**config.mk**
```make
export PLATFORM = sky130hd
export DESIGN_NAME = shift_right_sequencer
export DESIGN_NICKNAME = d
export VERILOG_FILES = /design/src/rtl/shift_defs.sv /design/src/rtl/shift_right_step.sv /design/src/rtl/shift_right_sequencer.sv
export SDC_FILE = /design/constraint.sdc
export NUM_CORES = 1
export LEC_CHECK = 0
export CORE_UTILIZATION = 45
export CTS_CLUSTER_SIZE = 24
export DETAILED_ROUTE_END_ITERATION = 7
export GPL_ROUTABILITY_DRIVEN = 0
export PLACE_DENSITY_LB_ADDON = 0.05
export SLEW_MARGIN = 20
export SYNTH_ARGS = -nofsm -noshare
export SYNTH_HDL_FRONTEND = slang
export SYNTH_SLANG_ARGS = --single-unit
```
**constraint.sdc**
```tcl
create_clock -name clk -period 1.7 [get_ports clk]
set_input_delay 0.34 -clock clk [delete_from_list [all_inputs] [get_ports clk]]
set_output_delay 0.34 -clock clk [all_outputs]
set_load 0.05 [all_outputs]
```
**src/rtl/shift_defs.sv**
```systemverilog
// Shared mode and state encodings for the shift-right sequencer.
package shift_defs;

    typedef enum logic [1:0] {
        MODE_LSR = 2'b00,
        MODE_ROR = 2'b01,
        MODE_RCR = 2'b10,
        MODE_ASR = 2'b11
    } mode_e;

    typedef enum logic [1:0] {
        ST_IDLE  = 2'b00,
        ST_SHIFT = 2'b01,
        ST_DONE  = 2'b10
    } state_e;

endpackage

```
**src/rtl/shift_right_step.sv**
```systemverilog
// One single-bit right-shift step; the mode picks the incoming MSB.
module shift_right_step
    import shift_defs::*;
#(
    parameter int unsigned WIDTH = 8
) (
    input  logic [WIDTH-1:0] d,
    input  logic             carry,
    input  mode_e            mode,
    output logic [WIDTH-1:0] q,
    output logic             sout
);

    logic msb;

    // 4:1 MSB mux, lower bits always move down by one
    always_comb begin
        msb = 1'b0;
        unique case (mode)
            MODE_LSR: msb = 1'b0;
            MODE_ROR: msb = d[0];
            MODE_RCR: msb = carry;
            MODE_ASR: msb = d[WIDTH-1];
        endcase
        q    = {msb, d[WIDTH-1:1]};
        sout = d[0];
    end

endmodule

```
**src/rtl/shift_right_sequencer.sv**
```systemverilog
// Multi-cycle right shifter: latches an operand on start, applies one
// single-bit step per clock, then pulses done with result and carry-out.
module shift_right_sequencer
    import shift_defs::*;
#(
    parameter int unsigned WIDTH = 8,
    parameter int unsigned AMT_W = $clog2(WIDTH)
) (
    input  logic             clk,
    input  logic             rst_n,
    input  logic             start,
    input  logic [WIDTH-1:0] x,
    input  logic             cin,
    input  logic             sel1,
    input  logic             sel0,
    input  logic [AMT_W-1:0] amount,
    output logic [WIDTH-1:0] f,
    output logic             cout,
    output logic             busy,
    output logic             done
);

    state_e           state_q, state_d;
    logic [WIDTH-1:0] data_q, data_d;
    logic             carry_q, carry_d;
    mode_e            mode_q, mode_d;
    logic [AMT_W-1:0] cnt_q, cnt_d;
    logic             busy_d, done_d;
    logic [WIDTH-1:0] step_data;
    logic             step_out;

    shift_right_step #(.WIDTH(WIDTH)) u_step (
        .d     (data_q),
        .carry (carry_q),
        .mode  (mode_q),
        .q     (step_data),
        .sout  (step_out)
    );

    // State, datapath and status registers
    always_ff @(posedge clk or negedge rst_n) begin
        if (!rst_n) begin
            state_q <= ST_IDLE;
            data_q  <= '0;
            carry_q <= 1'b0;
            mode_q  <= MODE_LSR;
            cnt_q   <= '0;
            busy    <= 1'b0;
            done    <= 1'b0;
        end else begin
            state_q <= state_d;
            data_q  <= data_d;
            carry_q <= carry_d;
            mode_q  <= mode_d;
            cnt_q   <= cnt_d;
            busy    <= busy_d;
            done    <= done_d;
        end
    end

    // Next-state, datapath update; busy/done precomputed from next state
    always_comb begin
        state_d = state_q;
        data_d  = data_q;
        carry_d = carry_q;
        mode_d  = mode_q;
        cnt_d   = cnt_q;
        busy_d  = 1'b0;
        done_d  = 1'b0;
        unique case (state_q)
            ST_IDLE: begin
                if (start) begin
                    data_d  = x;
                    carry_d = cin;
                    mode_d  = mode_e'({sel1, sel0});
                    cnt_d   = amount;
                    state_d = (amount == '0) ? ST_DONE : ST_SHIFT;
                end
            end
            ST_SHIFT: begin
                data_d  = step_data;
                carry_d = step_out;
                cnt_d   = cnt_q - AMT_W'(1);
                if (cnt_q == AMT_W'(1)) begin
                    state_d = ST_DONE;
                end
            end
            ST_DONE: begin
                state_d = ST_IDLE;
            end
            default: begin
                state_d = ST_IDLE;
            end
        endcase
        busy_d = (state_d != ST_IDLE);
        done_d = (state_d == ST_DONE);
    end

    assign f    = data_q;
    assign cout = carry_q;

endmodule

```
==> After elaboration in Yosys (flattened, before gate mapping) <==
Index checks and enable logic that the tools add are counted.
{ "classes": {"reduce_logical": 8, "eq_ne": 8, "add_sub_neg": 1, "n_mux": 11} }
{ "op_table": {"columns": ["cell", "n"], "rows": [
  ["8-bit case mux with 2 select lines", 1],
  ["8-bit 2-to-1 mux", 1],
  ["2-bit == test, second input constant", 3],
  ["2-bit 2-to-1 mux", 3],
  ["3-bit case mux with 2 select lines", 1],
  ["2-bit by 1-bit == test with 1-bit output, second input constant", 2],
  ["2-bit zero test", 2],
  ["2-bit inequality test, second input constant", 2],
  ["2-bit case mux with 2 select lines", 1],
  ["2-bit AND reduction", 2],
  ["2-bit nonzero test", 2],
  ["3-bit by 1-bit == test with 1-bit output, second input constant", 1],
  ["3-bit zero test", 1],
  ["3-bit 2-to-1 mux", 1],
  ["1-bit case mux with 3 select lines", 1],
  ["3-bit AND reduction", 1],
  ["3-bit by 1-bit subtractor with 3-bit output, second input constant", 1],
  ["1-bit case mux with 2 select lines", 1],
  ["1-bit 2-to-1 mux", 1]
]} }
{ "word_totals": {"reg_bits": 18, "word_cells": 36, "output_inout_bits": 11} }

==> Longest topological paths before layout <==
{ "logic_depth": {"word_depth": 5, "mapped_depth": 5} }

==> Cells and area by module <==
Synthesis repeated with hierarchy kept, for this count alone.
{ "unflattened": {"cells_unflattened": 90, "hier_area_um2": 934.6} }
{ "by_module_without_submodules": {"columns": ["mod", "area_per_inst_um2", "cells_per_inst", "instances"], "rows": [
  ["shift_right_sequencer", 843.3, 78, 1],
  ["shift_right_step", 91.3, 12, 1]
]} }

==> Worst setup path after synthesis <==
OpenSTA, ideal clock, no wires.
{ "synth_path": {"path_kind": "flip-flop to flip-flop", "startpoint": "register carry_q, in the netlist cout", "endpoint": "register data_q[7], in the netlist f[7]", "arrival_ps": 1094, "required_time_ps": 1574, "period_less_slack_ps": 1220, "slack_ps": 480, "setup_ps": 126, "path_buffers": 0, "stages_incl_launch_ff": 4, "cell_sequence": "dfrtp_1 a22oi_1 nor4_1 a221o_1"} }
{ "synth_via": {"elab_chain_cells": 2} }
{ "synth_rtl": {"columns": ["element", "line_no", "text"], "rows": [
  ["start: declaration", "shift_right_sequencer.sv:25", "logic carry_q, carry_d;"],
  ["start signal: assignment", "shift_right_sequencer.sv:53", "carry_q <= carry_d;"],
  ["1-bit case mux with 3 select lines", "shift_right_step.sv:19", "unique case (mode)"],
  ["8-bit case mux with 2 select lines", "shift_right_sequencer.sv:70", "unique case (state_q)"],
  ["end signal: assignment", "shift_right_sequencer.sv:52", "data_q <= data_d;"],
  ["end: declaration", "shift_right_sequencer.sv:24", "logic [WIDTH-1:0] data_q, data_d;"]
]} }
No other way between the ends.
A chain may end at the register's enable or synchronous reset.

==> Worst setup path after layout <==
{ "layout_path": {"startpoint": "input start", "endpoint": "register mode_q[0]"} }
{ "layout_via": {"elab_chain_cells": 1} }
{ "layout_rtl": {"columns": ["element", "line_no", "text"], "rows": [
  ["start: declaration", "shift_right_sequencer.sv:11", "input logic start,"],
  ["2-bit AND reduction (no line)", null, null],
  ["end signal: assignment", "shift_right_sequencer.sv:54", "mode_q <= mode_d;"],
  ["end: declaration", "shift_right_sequencer.sv:26", "mode_e mode_q, mode_d;"]
]} }
No other way between the ends.

==> results.py <==
metrics = {
    "outcome": {
        "status": "completed",
    },
    "route": {
        "wirelength_um": 1860,
        "drt_iter0_drc": 23,
        "wire_per_inst_um": 13.0,
        "num_vias": 747,
        "drc": 0,
        "antenna_left": 0,
        "firstDrtPassIters": 4,
        "vias_per_cell": 5.22,
    },
    "global_route": {
        "grt_pass1_wl_um": 3030,
        "busiest_layer": "met2",
        "antenna_found_initial": 0,
        "grt_max_degree": 19,
        "grtUsageTotal": 0.197,
        "gr-total-overflow": 0,
        "met3_usage": 0.0346,
        "use_met1": 0.272,
        "grt_pass1_vias": 687,
        "met2_usage": 0.303,
    },
    "power": {
        "irDropWorstVdd_v": 0.00119,
        "power_density_nw_per_um2": 1940,
        "power.total_uw": 2340,
        "power_leakage_uw": 0.000559,
    },
    "cts": {
        "post_cts_buffers": 0,
        "clock_latency_ns": 0.28,
        "h-tree-depth": 1,
        "cts_max_path_buffers": 2,
        "cts_buffers": 3,
        "tritoncts": "built",
        "cts-root-buf": "clkbuf_4",
        "cts.sinks": 18,
        "clkSlewWorstSetupHoldPaths_ns": 0.09,
        "cts_hold_buf": 0,
        "cts-resized-gates": 0,
    },
    "worst_setup_path": {
        "worst_setup_path_end_kind": "register",
        "cp-start-kind": "primary input",
        "critPathTopFamily": "buffers and inverters",
        "worstReg2RegStart": "state_q[1]",
        "path_buf_inv": 1,
        "crit_type": "in -> reg",
        "worstPathCellList": "clkdlybuf4s50_1, nor2b_4, and2b_4, mux2_2",
        "cp_max_fo": 3,
        "cp.arrival_ns": 1.51,
        "crit_cells": 4,
        "max_stage_delay_ns": 0.51,
        "cpMaxStageDelayCell": "clkdlybuf4s50_1",
        "r2r_slack_ns": 0.41,
        "r2r-end": "f[7]",
        "reg2reg_depth": 3,
        "required_ns": 1.87,
    },
    "yosys": {
        "synth_cells": 89,
        "synthFlopType": "dfrtp_1",
        "yosys.area_share.adder": 0.0683,
        "seq_area_frac_synth": 0.492,
        "syn_area_um2": 916,
        "synth.avg_cell_area_um2": 10.3,
        "ys_top_cells_by_count": "dfrtp_1, o21ai_0, a22oi_1, nand2_1, inv_1",
        "yosys.area_share.simple": 0.119,
        "synth_compound_gate_area_share": 0.217,
        "synth_top_area_cell": "dfrtp_1",
        "synthDistinctLibCells": 27,
        "synth-edff-count": 0,
        "synth_most_common_cell": "dfrtp_1",
        "synth.yosys.warnings": 0,
        "synth_xor_area_frac": 0,
        "syn_nets": 111,
        "synth_top_family_by_area": "compound AO/OA/AOI/OAI gates",
        "synthMuxAreaShare": 0.0246,
        "synth.ff_latch_count": 18,
        "async_reset_ff_frac": 1.00,
        "synthTopCellsByArea": "dfrtp_1, a22oi_1, ha_1",
        "synth_top_area_frac": 0.492,
    },
    "placement": {
        "port_buffers": 27,
        "hpwl_um": 1380,
    },
    "sta": {
        "relSlewSlack": 0.788,
        "rsz0062_at_grt": "false",
        "clock_skew_ns": 0.00386,
        "setup_viol": 0,
        "maxSlewViolCount": 0,
        "fin_crit_ns": 1.33,
        "finalCritPeriodShare": 0.784,
        "final-hold-violation-count": 0,
        "tightest_slew_ns": 0.319,
        "max_freq_ghz": 0.751,
        "tns_ns": 0,
    },
    "floorplan": {
        "die_area_um2": 2220,
        "die_w_um": 47.1,
        "initial_utilization": 0.503,
        "die_h_um": 47.1,
        "pin_count": 28,
        "rows": 15,
        "core_region_area_um2": 1820,
    },
    "layout": {
        "drive_gt1_frac": 0.212,
        "register_area_um2": 450,
        "multi_input_area_um2": 393,
        "n_fill_cell": 163,
        "area_growth_syn_to_layout_pct": 31.8,
        "final_nets": 142,
        "diodes": 0,
    },
    "run": {
        "max_cap_violations": 0,
    },
    "worst_hold_path": {
        "hold_path_class": "in -> async",
    },
}
==> area by class of cell <==
cell class / count / area share
Tap cell: 25 / 0.0259
Inverter: 8 / 0.0249
Multi-Input combinational cell: 57 / 0.325
Clock buffer: 3 / 0.0187
Sequential cell: 18 / 0.373
Timing Repair Buffer: 32 / 0.232
==> cell usage in the layout (no fill, tap or decap), types with 2 or more instances in the layout <==
cell type        count
nand2_1              9
o22ai_1              2
mux2_2               2
clkdlybuf4s50_1     16
clkbuf_4             3
a32oi_1              2
nand2b_1             2
nor2b_1              2
ha_1                 5
nor2_1               2
inv_1                7
a22oi_1              9
dfrtp_1             18
o21ai_0             10
buf_4               16
a21oi_1              3
==> where the power goes <==
part	total, µW	internal, µW	switching [µW]
logic	1330	514	813
registers	819	626	193
clock network	198	82.1	116
total	2340	1220	1120
==> per-stage QoR <==
step                      area (µm²)  hold WS [ns]  std cells  utilization  worst slack [ns]
after floorplan                  916        0.0444         89            -             0.480
after global placement          1180         0.494        140        0.651            0.0963
after detailed placement        1180         0.506        140        0.651            0.0628
after CTS                       1210         0.385        143        0.663             0.373
after global routing            1210         0.394        143        0.663             0.311
final                           1210         0.385        143        0.663             0.368
==> worst max path at each step <==
| stage | from | endpoint | slack (ns) |
|---|---|---|---|
| CTS | start | mode_q[0] | 0.37 |
| global route | state_q[1] | cnt_q[2] | 0.31 |
| detailed placement | start | mode_q[0] | 0.06 |
| global placement | start | mode_q[1] | 0.1 |
| finish | start | mode_q[0] | 0.37 |
| floorplan | cout | f[7] | 0.48 |
==> state kept, by name, summed over array words and instances, names as in the netlist <==
signal / flops
busy: 1
mode_q: 2
state_q: 2
done: 1
f: 8
cnt_q: 3
cout: 1
==> per-layer routing <==
| metal | up-vias | wire (µm) |
|---|---|---|
| li1 | 370 | - |
| met1 | 354 | 871 |
| met2 | 21 | 892 |
| met3 | 2 | 79 |
| met4 | 0 | 12 |
| met5 | - | 0 |
==> kinds of logic (layout without fill, tap and decap cells) <==
group	after synthesis	count (layout)
mux	2	2
fa+ha+maj	5	5
compound gates	30	30
simple gates	20	20
flops	18	18
buf+inv	14	43
==> worst reg2reg max path, cell delays in order (launching register included) <==
cell and delay, ns:
dfrtp_1 0.49, o21bai_2 0.25, a21o_1 0.16, a221o_1 0.29
No activity file was read; power rests on OpenSTA's default activity.
